File: config.mk
export PLATFORM = sky130hd
export DESIGN_NAME = issue_bid_alloc
export DESIGN_NICKNAME = d
export VERILOG_FILES = /design/src/rtl/issue_pkg.sv /design/src/rtl/issue_bid_flushmask.sv /design/src/rtl/issue_bid_alloc.sv
export SDC_FILE = /design/constraint.sdc
export NUM_CORES = 1
export LEC_CHECK = 0
export BUFFER_PORTS_ARGS = -buffer_cell sky130_fd_sc_hd__buf_2
export CAP_MARGIN = 15
export CORE_UTILIZATION = 38
export CTS_BUF_LIST = sky130_fd_sc_hd__clkbuf_8
export DETAILED_ROUTE_END_ITERATION = 8
export PLACE_DENSITY = 0.59
export SLEW_MARGIN = 5
export SYNTH_ARGS = -nofsm -noshare
export SYNTH_HDL_FRONTEND = slang
export SYNTH_SLANG_ARGS = --single-unit
File: constraint.sdc
create_clock -name clk -period 5.1 [get_ports clk]
set_input_delay 0.51 -clock clk [delete_from_list [all_inputs] [get_ports clk]]
set_output_delay 0.51 -clock clk [all_outputs]
set_load 0.02 [all_outputs]
File: src/rtl/issue_pkg.sv
// Shared types and constants for the issue-stage branch-ID allocator.
package issue_pkg;

    localparam int BID_W     = 4;
    localparam int BRT_DEPTH = 8;
    localparam int BRT_IDX_W = 3;

    typedef logic [BID_W-1:0]     bid_t;
    typedef logic [BRT_IDX_W-1:0] idx_t;

    typedef enum logic {
        ST_RUN,
        ST_RECOVER
    } alloc_state_t;

    // Table index of a branch ID: the ID with its wrap bit stripped.
    function automatic idx_t bid_idx(input bid_t bid);
        return bid[BRT_IDX_W-1:0];
    endfunction

endpackage

File: src/rtl/issue_bid_flushmask.sv
// Circular range mask over the branch record table: marks indices from
// start_idx up to (but excluding) the index of end_ptr, and additionally the
// end_ptr index itself when an allocation is being squashed in the same cycle.
module issue_bid_flushmask
    import issue_pkg::*;
(
    input  idx_t                 start_idx,
    input  bid_t                 end_ptr,
    input  logic                 alloc_fire,
    output logic [BRT_DEPTH-1:0] mask
);

    idx_t end_idx;
    idx_t span;
    idx_t offset;

    // Each index is set when its circular distance from start_idx lies inside the squashed span.
    always_comb begin
        mask    = '0;
        offset  = '0;
        end_idx = bid_idx(end_ptr);
        span    = idx_t'(end_idx - start_idx);
        for (int i = 0; i < BRT_DEPTH; i++) begin
            offset  = idx_t'(idx_t'(i) - start_idx);
            mask[i] = (offset < span) | (alloc_fire & (offset == span));
        end
    end

endmodule

File: src/rtl/issue_bid_alloc.sv
// Branch-ID allocator and recovery tracker for the issue stage. Hands out
// wrap-tagged branch IDs, retires them in order on commit, and on a commit
// override rolls the write pointer back, pulses a flush mask of the younger
// branches and holds off allocation for RECOVER_CYCLES cycles.
module issue_bid_alloc
    import issue_pkg::*;
#(
    parameter int RECOVER_CYCLES = 2
) (
    input  logic                 clk,
    input  logic                 resetn,
    input  logic                 i_alloc_req,
    output logic                 o_alloc_ready,
    output logic [BID_W-1:0]     o_alloc_bid,
    input  logic                 i_bc_valid,
    input  logic [BID_W-1:0]     i_bc_bid,
    input  logic                 i_bco_valid,
    input  logic [BID_W-1:0]     i_bco_bid,
    output logic                 o_flush_valid,
    output logic [BRT_DEPTH-1:0] o_flush_mask,
    output logic [BID_W-1:0]     o_count,
    output logic                 o_empty,
    output logic                 o_full,
    output logic                 o_err
);

    localparam logic [3:0] RECOVER_LOAD = 4'(RECOVER_CYCLES);

    bid_t                 wptr;
    bid_t                 rptr;
    alloc_state_t         state;
    alloc_state_t         state_next;
    logic [3:0]           rec_cnt;
    logic [3:0]           rec_cnt_next;

    logic                 empty;
    logic                 full;
    logic                 ready;
    logic                 fire;
    logic                 bc_ok;
    logic                 bco_paired;
    logic                 bco_ok;
    logic                 err_set;
    bid_t                 bco_next;
    logic [BRT_DEPTH-1:0] squash_mask;

    // Occupancy flags come straight from the pointer pair; the wrap bit tells full from empty.
    always_comb begin
        empty      = (wptr == rptr);
        full       = (bid_idx(wptr) == bid_idx(rptr)) & (wptr[BID_W-1] != rptr[BID_W-1]);
        ready      = (state == ST_RUN) & ~full;
        fire       = i_alloc_req & ready;
        bc_ok      = i_bc_valid & (i_bc_bid == rptr) & ~empty;
        bco_paired = i_bc_valid & (i_bco_bid == i_bc_bid);
        bco_ok     = i_bco_valid & bco_paired & bc_ok;
        err_set    = (i_bc_valid & ~bc_ok) | (i_bco_valid & ~bco_paired);
        bco_next   = bid_t'(i_bco_bid + 4'd1);
    end

    issue_bid_flushmask u_flushmask (
        .start_idx  (bid_idx(bco_next)),
        .end_ptr    (wptr),
        .alloc_fire (fire),
        .mask       (squash_mask)
    );

    // Pointer update: an override rewinds wptr past the mispredicted branch, overriding any same-cycle grant.
    always_ff @(posedge clk or negedge resetn) begin
        if (!resetn) begin
            wptr <= '0;
            rptr <= '0;
        end else begin
            if (bc_ok) begin
                rptr <= bid_t'(rptr + 4'd1);
            end
            if (bco_ok) begin
                wptr <= bco_next;
            end else if (fire) begin
                wptr <= bid_t'(wptr + 4'd1);
            end
        end
    end

    // Recovery FSM state register.
    always_ff @(posedge clk or negedge resetn) begin
        if (!resetn) begin
            state   <= ST_RUN;
            rec_cnt <= '0;
        end else begin
            state   <= state_next;
            rec_cnt <= rec_cnt_next;
        end
    end

    // Recovery FSM next state: stay in RECOVER until the counter has counted down to its last cycle.
    always_comb begin
        state_next   = state;
        rec_cnt_next = rec_cnt;
        case (state)
            ST_RUN: begin
                if (bco_ok) begin
                    state_next   = ST_RECOVER;
                    rec_cnt_next = RECOVER_LOAD;
                end
            end
            ST_RECOVER: begin
                if (bco_ok) begin
                    rec_cnt_next = RECOVER_LOAD;
                end else if (rec_cnt <= 4'd1) begin
                    state_next   = ST_RUN;
                    rec_cnt_next = '0;
                end else begin
                    rec_cnt_next = rec_cnt - 4'd1;
                end
            end
            default: begin
                state_next   = ST_RUN;
                rec_cnt_next = '0;
            end
        endcase
    end

    // Registered flush pulse and the sticky protocol error flag.
    always_ff @(posedge clk or negedge resetn) begin
        if (!resetn) begin
            o_flush_valid <= 1'b0;
            o_flush_mask  <= '0;
            o_err         <= 1'b0;
        end else begin
            o_flush_valid <= bco_ok;
            o_flush_mask  <= bco_ok ? squash_mask : '0;
            if (err_set) begin
                o_err <= 1'b1;
            end
        end
    end

    assign o_alloc_ready = ready;
    assign o_alloc_bid   = wptr;
    assign o_count       = bid_t'(wptr - rptr);
    assign o_empty       = empty;
    assign o_full        = full;

endmodule

# Yosys cells after proc, flatten, opt, wreduce, memory -nomap -nowiden
# Cells that the tools add are included.
[word_totals] ff_bits=23 word_cells=88
[op_classes] addsub=14 order_cmp=9 n_eq_ne=14 n_mux=11 bitwise_logic=32 reduce_logical=1
[ops] op="3-bit equality test" n=9
[ops] op="3-bit < comparator" n=8
[ops] op="4-bit 2-to-1 mux" n=5
[ops] op="1-bit AND" n=18
[ops] op="4-bit by 1-bit adder with 4-bit output, second input constant" n=3
[ops] op="4-bit equality test" n=3
[ops] op="3-bit subtractor, first input constant" n=4
[ops] op="1-bit bitwise OR" n=9
[ops] op="8-bit 2-to-1 mux" n=1
[ops] op="4-bit case mux with 2 select lines" n=1
[ops] op="1-bit by 3-bit subtractor with 3-bit output, first input constant" n=2
[ops] op="2-bit by 3-bit subtractor with 3-bit output, first input constant" n=2
[ops] op="1-bit NOT" n=5
[ops] op="4-bit by 1-bit <= comparator with 1-bit output, second input constant" n=1
[ops] op="4-bit by 1-bit subtractor with 4-bit output, second input constant" n=1
[ops] op="4-bit subtractor" n=1
[ops] op="1-bit 2-to-1 mux" n=3
[ops] op="3-bit subtractor" n=1
[ops] op="2-bit inequality test, second input constant" n=1
[ops] op="1-bit case mux with 2 select lines" n=1
[ops] op="2-bit nonzero test" n=1
[ops] op="1-bit inequality test" n=1

# Logic depth before layout (Yosys ltp)
# Gate-level depths: netlist of run 1.
[logic_depth] ltp_word=8 ltp_mapped=10 depth_no_buf=9

# Cells and area by module
# From an unflattened synthesis of run 1, not the netlist that was laid out.
[hier_totals] hier_cells=192 hier_area_um2=1767.9
[modules_own_cells] mod="issue_bid_alloc" n_inst=1 cells_per_inst=121 area_each_um2=1278.7 seq_area_each_um2=575.6
[modules_own_cells] mod="issue_bid_flushmask" n_inst=1 cells_per_inst=71 area_each_um2=489.2 seq_area_each_um2=0.0

# Least setup slack after synthesis of run 1
# Ideal clock, no wire load.
[synth_timing] path_type="input to register" from="input i_bco_bid[0]" to="register o_flush_mask[0]" setup_ns=0.119 t_arrival_ns=2.626 required_ns=4.981 slack_ns=2.354 stages=10 n_path_buf=1 cell_sequence="clkbuf_1 -> inv_1 -> ha_1 -> fa_1 -> xnor2_1 -> xnor2_1 -> ha_1 -> a21oi_1 -> a31oi_1 -> nor2_1"
[synth_via] elab_chain_cells=6 word_cells_on_any_way=12
[synth_lines] element="from (decl)" line="issue_bid_alloc.sv:18" source="input logic [BID_W-1:0] i_bco_bid,"
[synth_lines] element="parallel branches: the longest is 5 deep, another holds 4-bit by 1-bit adder with 4-bit output"
[synth_lines] element="8-bit 2-to-1 mux (*)" line="issue_bid_alloc.sv:131" source="o_flush_mask <= bco_ok ? squash_mask : '0;"
[synth_lines] element="to (signal assigned)" line="issue_bid_alloc.sv:131"
[synth_lines] element="to (decl)" line="issue_bid_alloc.sv:20" source="output logic [BRT_DEPTH-1:0] o_flush_mask,"
# Mark *: on every way between the ends.
# A chain may end at the register's enable or synchronous reset.

# Worst setup path in the final report of run 1
[layout_timing] from="input i_bco_bid[0]" to="register o_flush_mask[4]"
[layout_via] elab_chain_cells=6 word_cells_on_any_way=12
[layout_lines] element="parallel branches: the longest is 5 deep, another holds 4-bit by 1-bit adder with 4-bit output"
[layout_lines] element="8-bit 2-to-1 mux (*)" line="issue_bid_alloc.sv:131"
# Marked as above.

==> results of run 1 <==
## worst max path at each step
| stage | end | cells after the start |
|---|---|---|
| after detailed placement | o_flush_mask[4] | 9 |
| final | o_flush_mask[4] | 9 |
| after global routing | o_flush_mask[0] | 9 |
| after global placement | o_flush_mask[4] | 9 |
| after CTS | o_flush_mask[4] | 9 |
| after floorplan | o_flush_mask[0] | 10 |
## cells in the mapped netlist, drive strengths merged
master	number	area, um^2
a31oi	6	37.5
xnor2	18	158
ha	21	263
nand2	6	22.5
dfrtp	23	576
nand4b	1	8.76
fa	2	40.0
o21ai	2	10.0
inv	22	82.6
nor2b	2	12.5
o221ai	2	17.5
nor3b	1	7.51
a21oi	11	55.1
a211oi	1	12.5
a221oi	1	15.0
nand3	5	37.5
nor2	17	63.8
buf	1	11.3
clkbuf	2	7.51
nor4	2	27.5
and4	2	20.0
o31ai	1	7.51
xor2	7	61.3
mux2	1	11.3
nor3	1	5.00
mux2i	5	50.1
a21o	4	30.0
## stage by stage
step	util, %	total power, uW
after floorplan	-	899
after global placement	45.5	1090
after detailed placement	45.5	1090
after CTS	46.6	1210
after global routing	46.6	1330
final	46.6	1210
## power breakdown
| part | switching, uW | internal [uW] |
|---|---|---|
| Clock | 59.5 | 53.8 |
| Sequential | 58.1 | 227 |
| Combinational | 470 | 340 |
## cells by family after synthesis
logic type | Yosys count
AOI/OAI and AO/OA | 28
adders and majority gates | 23
and+or+nand+nor | 37
DFF | 23
xor gates and xnor gates | 25
muxes | 6
buffers and inverters | 25
## cell type report
type / instances / area [um^2]
fill: 411 / 2180
multi-input combinational: 119 / 973
sequential: 23 / 576
timing repair buffer: 33 / 165
inverter: 22 / 82.6
tap: 50 / 62.6
clock buffer: 3 / 41.3
clock inverter: 1 / 3.75
## sequential cells by signal (all words and copies together), names as in the netlist
| name | count |
|---|---|
| o_alloc_bid | 4 |
| o_flush_valid | 1 |
| rec_cnt | 4 |
| o_flush_mask | 8 |
| rptr | 4 |
| o_err | 1 |
| state | 1 |
## layer usage
metal | routed length (um) | share of wire [%] | track usage [%] | vias up
li1 | - | - | - | 637
met1 | 1670 | 51 | 22.8 | 564
met2 | 1470 | 45 | 23.6 | 21
met3 | 111 | 3.4 | 2.33 | 2
met4 | 17 | 0.52 | 3.91 | 0
met5 | 0 | 0 | 0 | -
==> metrics.txt, run 1 <==
fin. max-slew vios 0; unrepaired setup endpoints after global routing no; CTS Hold Buffers Added 0; Post-CTS Resized 0; synth warn 0; htree depth 1; worst clock skew about 4.4 ps; initial core utilization 40.4%; Finished Cell Area approximately 1900 um^2; CP max FO 8; row cnt 23; worst path cell trace buf_2 -> ha_1 -> fa_1 -> xnor2_1 -> xnor2_1 -> ha_1 -> a21oi_1 -> a31oi_1 -> nor2_1; DR iter-0 viols 31; WL/cell ~13 um; CP startpoint kind input pin; Clock Tree Root clkbuf_8; Rel. slew slack 56.0%; most frequent cells in the layout 33 x buf_2, 23 x inv_1, 23 x dfrtp_1, 21 x ha_1, 18 x xnor2_1; MaxCap Viol Count 0; GR Util All Layers between 15 and 20%; post-synthesis cell area 1650 um^2; CP delay by family, top adder cells; max incr delay on CP 550 ps; Via Count 1224; worst setup path start i_bco_bid[0]; count of cell types in the netlist 31; Synth Area in XOR/XNOR 13.3%; Req. time, crit path 5250 ps; largest family of logic cells by synthesized area adder cells; WS Path Type in2reg; Synth Area in Compound Gates 11.2%; Setup WS pre-CTS 2050 ps; antenna violations before repair 0; Leak 0.00100 uW; Worst Hold Margin about 210 ps; Post-DP HPWL between 2000 and 3000 um; PD cells 635 nW/um^2; # IOs 34; outcome finished, final reports clean; Inst Count DP about 250; crit path DAT 2990 ps; Antenna diodes 0; Hold Vio Cnt, Final 0; non-filler cells in the finished layout 251; worst reg-to-reg setup slack 2320 ps; Worst Hold Class in2async; total CTS buffers 3; syn_nets slightly above 200; Area Overhead vs Synth 15.4%; crit path capture type flop; launching point of the worst reg2reg path o_alloc_bid[0]; CTS sink count 23; crit share post-route 55.6%; final WL between 3000 and 4000 um; Seq/Total Area, Yosys 34.9%; Worst-Margin Slew 656 ps; vias per cell 4.88; first drt pass iteration count 4; mux cell area share after synthesis 3.71%; Synth Area in Adders 18.3%; vias in the first global route 1149; CTS tree yes; Setup Total Neg Slack 0 ps; Slowest cell on crit path xnor2_1; r2r worst-path depth 9; Placer Congestion approximately 0.84; Overflow after GRT 0; first-pass GRT wire length 5420 um; PnR worst setup slack 2270 ps; CP Buf/Inv Count 1; minimum clock period about 2800 ps; placed cell area 1860 um^2; Die H just under 70 um; Post-Syn Instances 167; port bufs 33; nets about 240; syn_area_per_cell 9.88 um^2; simple-gate area share of the yosys netlist 12.4%; maximum root-to-sink buffer count 2; core area approximately 4100 um^2; largest net degree at the start of global routing 24; die area around 4600 um^2; Worst-Skew Late Latency 260 ps; peak supply drop 559 uV; final-report setup violation count 0; post-CTS setup buffers 0; most common cell after layout, fill and taps aside buf_2; fmax 353 MHz; Remaining DRCs 0; Die W 67.9 um; share of cells above drive strength 1 between 20% and 30%; clk slew on worst S/H paths 80 ps; Final ANT Viol Nets 0; post-synthesis register bit count 23; r2r endpoint o_flush_mask[4]
Note: power is estimated with default switching activity, not from simulation.
==> run 2, diff against run 1 <==
- clock period: 5.1 -> 2.9 ns (I/O delays scaled with it)
==> metrics.txt, run 2 (synthesized netlist as in run 1, its figures left out) <==
Final ANT Viol Nets 0; crit path capture type flop; Via Count 1258; vias per cell 4.93; Worst-Margin Slew 546 ps; Worst Hold Class in2async; CTS sink count 23; multi-input combinational cell area 973 um^2; row cnt 23; Placer Congestion 0.780; htree depth 1; placed cell area 1890 um^2; first drt pass iteration count 4; CTS tree yes; Die H slightly below 70 um; peak supply drop 1030 uV; initial core utilization 40.4%; Reg with most FFs o_flush_mask; total CTS buffers 3; outcome finished, final reports clean; unrepaired setup endpoints after global routing no; PD cells 1120 nW/um^2; largest net degree at the start of global routing 24; share of cells above drive strength 1 22.4%; most frequent cells in the layout 33 x buf_2, 23 x inv_1, 23 x dfrtp_1, 21 x ha_1, 18 x xnor2_1; register area 576 um^2; GR Util All Layers 16.2%; DR iter-0 viols 24; crit path DAT 2670 ps; Post-CTS Resized 0; crit share post-route roughly 85%; Finished Cell Area 1930 um^2; CP startpoint kind flop; Post-DP HPWL 2710 um; Clock Tree Root clkbuf_8; most common cell after layout, fill and taps aside buf_2; Area Overhead vs Synth 17.2%; Rel. slew slack 63.4%; WS Path Type reg2reg; final-report setup violation count 0; worst setup path start o_alloc_bid[0]; Overflow after GRT 0; vias in the first global route 1223; die area 4610 um^2; CP max FO 5; first-pass GRT wire length 5660 um; # IOs 34; Fill cells 419; post-CTS setup buffers 0; minimum clock period about 2500 ps; final WL 3420 um; fin. max-slew vios 0; Req. time, crit path roughly 3100 ps; Worst-Skew Late Latency 260 ps; Die W 67.9 um; max FFs per register 8; Setup Total Neg Slack 0 ps; Hold Vio Cnt, Final 0; launching point of the worst reg2reg path o_alloc_bid[0]; port bufs 33; Antenna diodes 0; WL/cell about 13 um; worst clock skew 4.08 ps; nets 242; MaxCap Viol Count 0; fmax 403 MHz; maximum root-to-sink buffer count 2; clk slew on worst S/H paths 80 ps; Remaining DRCs 0; antenna violations before repair 0; CTS Hold Buffers Added 0; Leak between 0.001 and 0.0015 uW; core area 4090 um^2
[run 2: cell types whose count changed in the layout (fill, tap and decap cells not counted), sizes merged]
cell	delta
buf	+4
[run 2: cell type report]
type                            instances  share of cell area (%)
Clock inverter                          1                   0.194
Multi-Input combinational cell        119                    50.3
Sequential cell                        23                    29.8
Timing Repair Buffer                   37                    10.1
Inverter                               22                    4.27
Clock buffer                            3                    2.13
Tap cell                               50                    3.23
[run 2: path summary, 6_finish.rpt]
kind	slack (ps)	cells after the start	to
hold reg to reg	500	2	o_err
setup reg to reg	420	9	o_flush_mask[4]
hold / removal	3	1	o_flush_mask[2]
min in group clk	340	2	o_alloc_bid[0]
max in group asynchronous	2530	1	rptr[1]
setup / recovery	420	9	o_flush_mask[4]
[run 2: critical path: stages, from the launching register on]
cell and delay (ps):
dfrtp_1 420, inv_1 120, ha_1 240, fa_1 380, xnor2_1 170, xnor2_1 460
ha_1 340, a21oi_1 130, a31oi_1 50, nor2_1 110
[run 2: stage by stage]
stage / std cells / setup WS [ps] / hold WS [ps] / power [uW] / utilization (%)
2_1_floorplan: 167 / 304 / -5.59 / 1580 / -
3_3_place_gp: 251 / 407 / 306 / 1950 / 46.2
3_5_place_dp: 251 / 303 / 306 / 1960 / 46.2
4_1_cts: 255 / 432 / 21.4 / 2180 / 47.3
5_1_grt: 255 / 222 / 51.0 / 2380 / 47.3
6_report: 255 / 421 / 2.94 / 2160 / 47.3
[run 2: where the power goes]
group          switching [uW]  internal [uW]
clock                    99.6           94.3
sequential                102            399
combinational             841            629
[run 2: layer usage]
metal | wire [um] | global-route usage, % | vias up
met5 | 0 | 0 | -
met4 | 13 | 3.65 | 0
met3 | 100 | 1.83 | 2
met2 | 1610 | 26.0 | 19
met1 | 1690 | 23.2 | 594
li1 | - | - | 643
==> run 3, diff against run 2 <==
- CTS_BUF_LIST: sky130_fd_sc_hd__clkbuf_8 -> sky130_fd_sc_hd__clkbuf_2
- PLACE_DENSITY: 0.59 -> 0.61
- clock period: 2.9 -> 2.2 ns (I/O delays scaled with it)
==> metrics.txt, run 3 (synthesized netlist as in run 1, its figures left out) <==
outcome finished with violations; violated checks negative setup slack; WS Path Type reg2reg; largest net degree at the start of global routing 24; Inst Count DP 260; GR Util All Layers between 10% and 20%; clk slew on worst S/H paths 220 ps; crit share post-route 100%; share of cells above drive strength 1 34.5%; met3 wire length slightly above 80 um; Top Layer Used met4; unrepaired setup endpoints after global routing yes; non-filler cells in the finished layout 270; Remaining DRCs 0; WL met1 1630 um; worst clock skew 4.39 ps; most frequent cells in the layout 33 x buf_2, 22 x dfrtp_1, 21 x inv_1, 17 x nor2_1, 16 x buf_4; Leak 0.00111 uW; metal2 WL 1750 um; core area between 4000 and 5000 um^2; Area Overhead vs Synth 32.0%; WL/cell 12.9 um; crit path capture type flop; Overflow after GRT 0; row cnt 23; final WL ~3500 um; peak supply drop 1400 uV; maximum root-to-sink buffer count 2; Worst Hold Class in2reg; Die H 67.9 um; port bufs 33; Clock Tree Root clkbuf_2; most common cell after layout, fill and taps aside buf_2; CTS sink count 23; DR iter-0 viols about 40; Worst-Skew Late Latency 330 ps; PnR worst setup slack -0.373 ps; initial core utilization 40.4%; Via Count 1299; antenna violations before repair 0; Antenna diodes 0; Worst-Margin Slew 517 ps; minimum clock period roughly 2200 ps; vias per cell 4.81; Fill cells approximately 380; Worst Hold Margin 167 ps; Rel. slew slack 65.5%; first drt pass iteration count 4; Placer Congestion slightly below 0.8; max FFs per register 8; CTS tree yes; first-pass GRT wire length 5800 um; Setup Total Neg Slack -0.373 ps; fin util 53.3%; Req. time, crit path around 2500 ps; Die W 67.9 um; htree depth 1; Reg with most FFs o_flush_mask; Hold Vio Cnt, Final 0; vias in the first global route 1274; fin. max-slew vios 0; crit path DAT between 2000 and 2500 ps; Final ANT Viol Nets 0; CP startpoint kind flop; die area 4610 um^2; final-report setup violation count 1; MaxCap Viol Count 0; PD cells 1540 nW/um^2; nets 257; CP max FO 4; fmax around 450 MHz; # IOs 34; Post-DP HPWL approximately 2700 um; total CTS buffers 3
## run 3: cell type report
class / instances / area [um^2] / area share (%)
Sequential cell: 23 / 577 / 26.5
Inverter: 22 / 85.1 / 3.91
Tap cell: 50 / 62.6 / 2.87
Clock inverter: 1 / 5.00 / 0.230
Clock buffer: 3 / 15.0 / 0.689
Timing Repair Buffer: 52 / 327 / 15.0
Multi-Input combinational cell: 119 / 1110 / 50.8
## run 3: through the flow
stage	area [um^2]	worst slack, ps	total power (uW)
floorplan	1690	1.87	2170
global placement	2000	10.4	2700
detailed placement	2000	-82.9	2740
CTS	2040	38.4	2970
global route	2180	-79.3	3680
finish	2180	-0.373	3360
## run 3: path summary, 6_finish.rpt
kind / from / endpoint / slack, ps / depth (start not counted)
setup / recovery: o_alloc_bid[0] / o_flush_mask[4] / -0.4 / 10
min in group asynchronous: resetn / rec_cnt[1] / 350 / 2
setup reg to reg: o_alloc_bid[0] / o_flush_mask[4] / -0.4 / 10
hold / removal: i_bco_valid / o_err / 170 / 3
max in group asynchronous: resetn / o_alloc_bid[0] / 1490 / 2
hold reg to reg: o_err / o_err / 520 / 2
## run 3: per-layer routing
metal / track usage (%) / vias to the layer above
met5: 0 / -
li1: - / 676
met4: 4.69 / 0
met1: 22.3 / 604
met3: 2.00 / 4
met2: 28.8 / 15
## run 3: worst max-delay path, cell delays in order, from the launching register on
cell,delay (ps)
dfrtp_2,440
inv_4,50
ha_4,160
fa_2,400
xnor2_4,240
xnor2_4,100
buf_12,150
ha_4,260
a21oi_2,50
a31oi_1,180
nor2_1,70
## run 3: timing repair
item                                    CTS  global route
endpoints found under the hold margin    23             0
pin swaps                                 0             8
endpoints found under the setup margin    2             7
gates cloned                              0             0
hold buffers                              1             0
resized for setup                         1            11
setup buffers                             0             5
## run 3: power by group
group	switching (uW)	internal, uW
combinational	1330	1240
clock	131	41.2
sequential	92.4	528
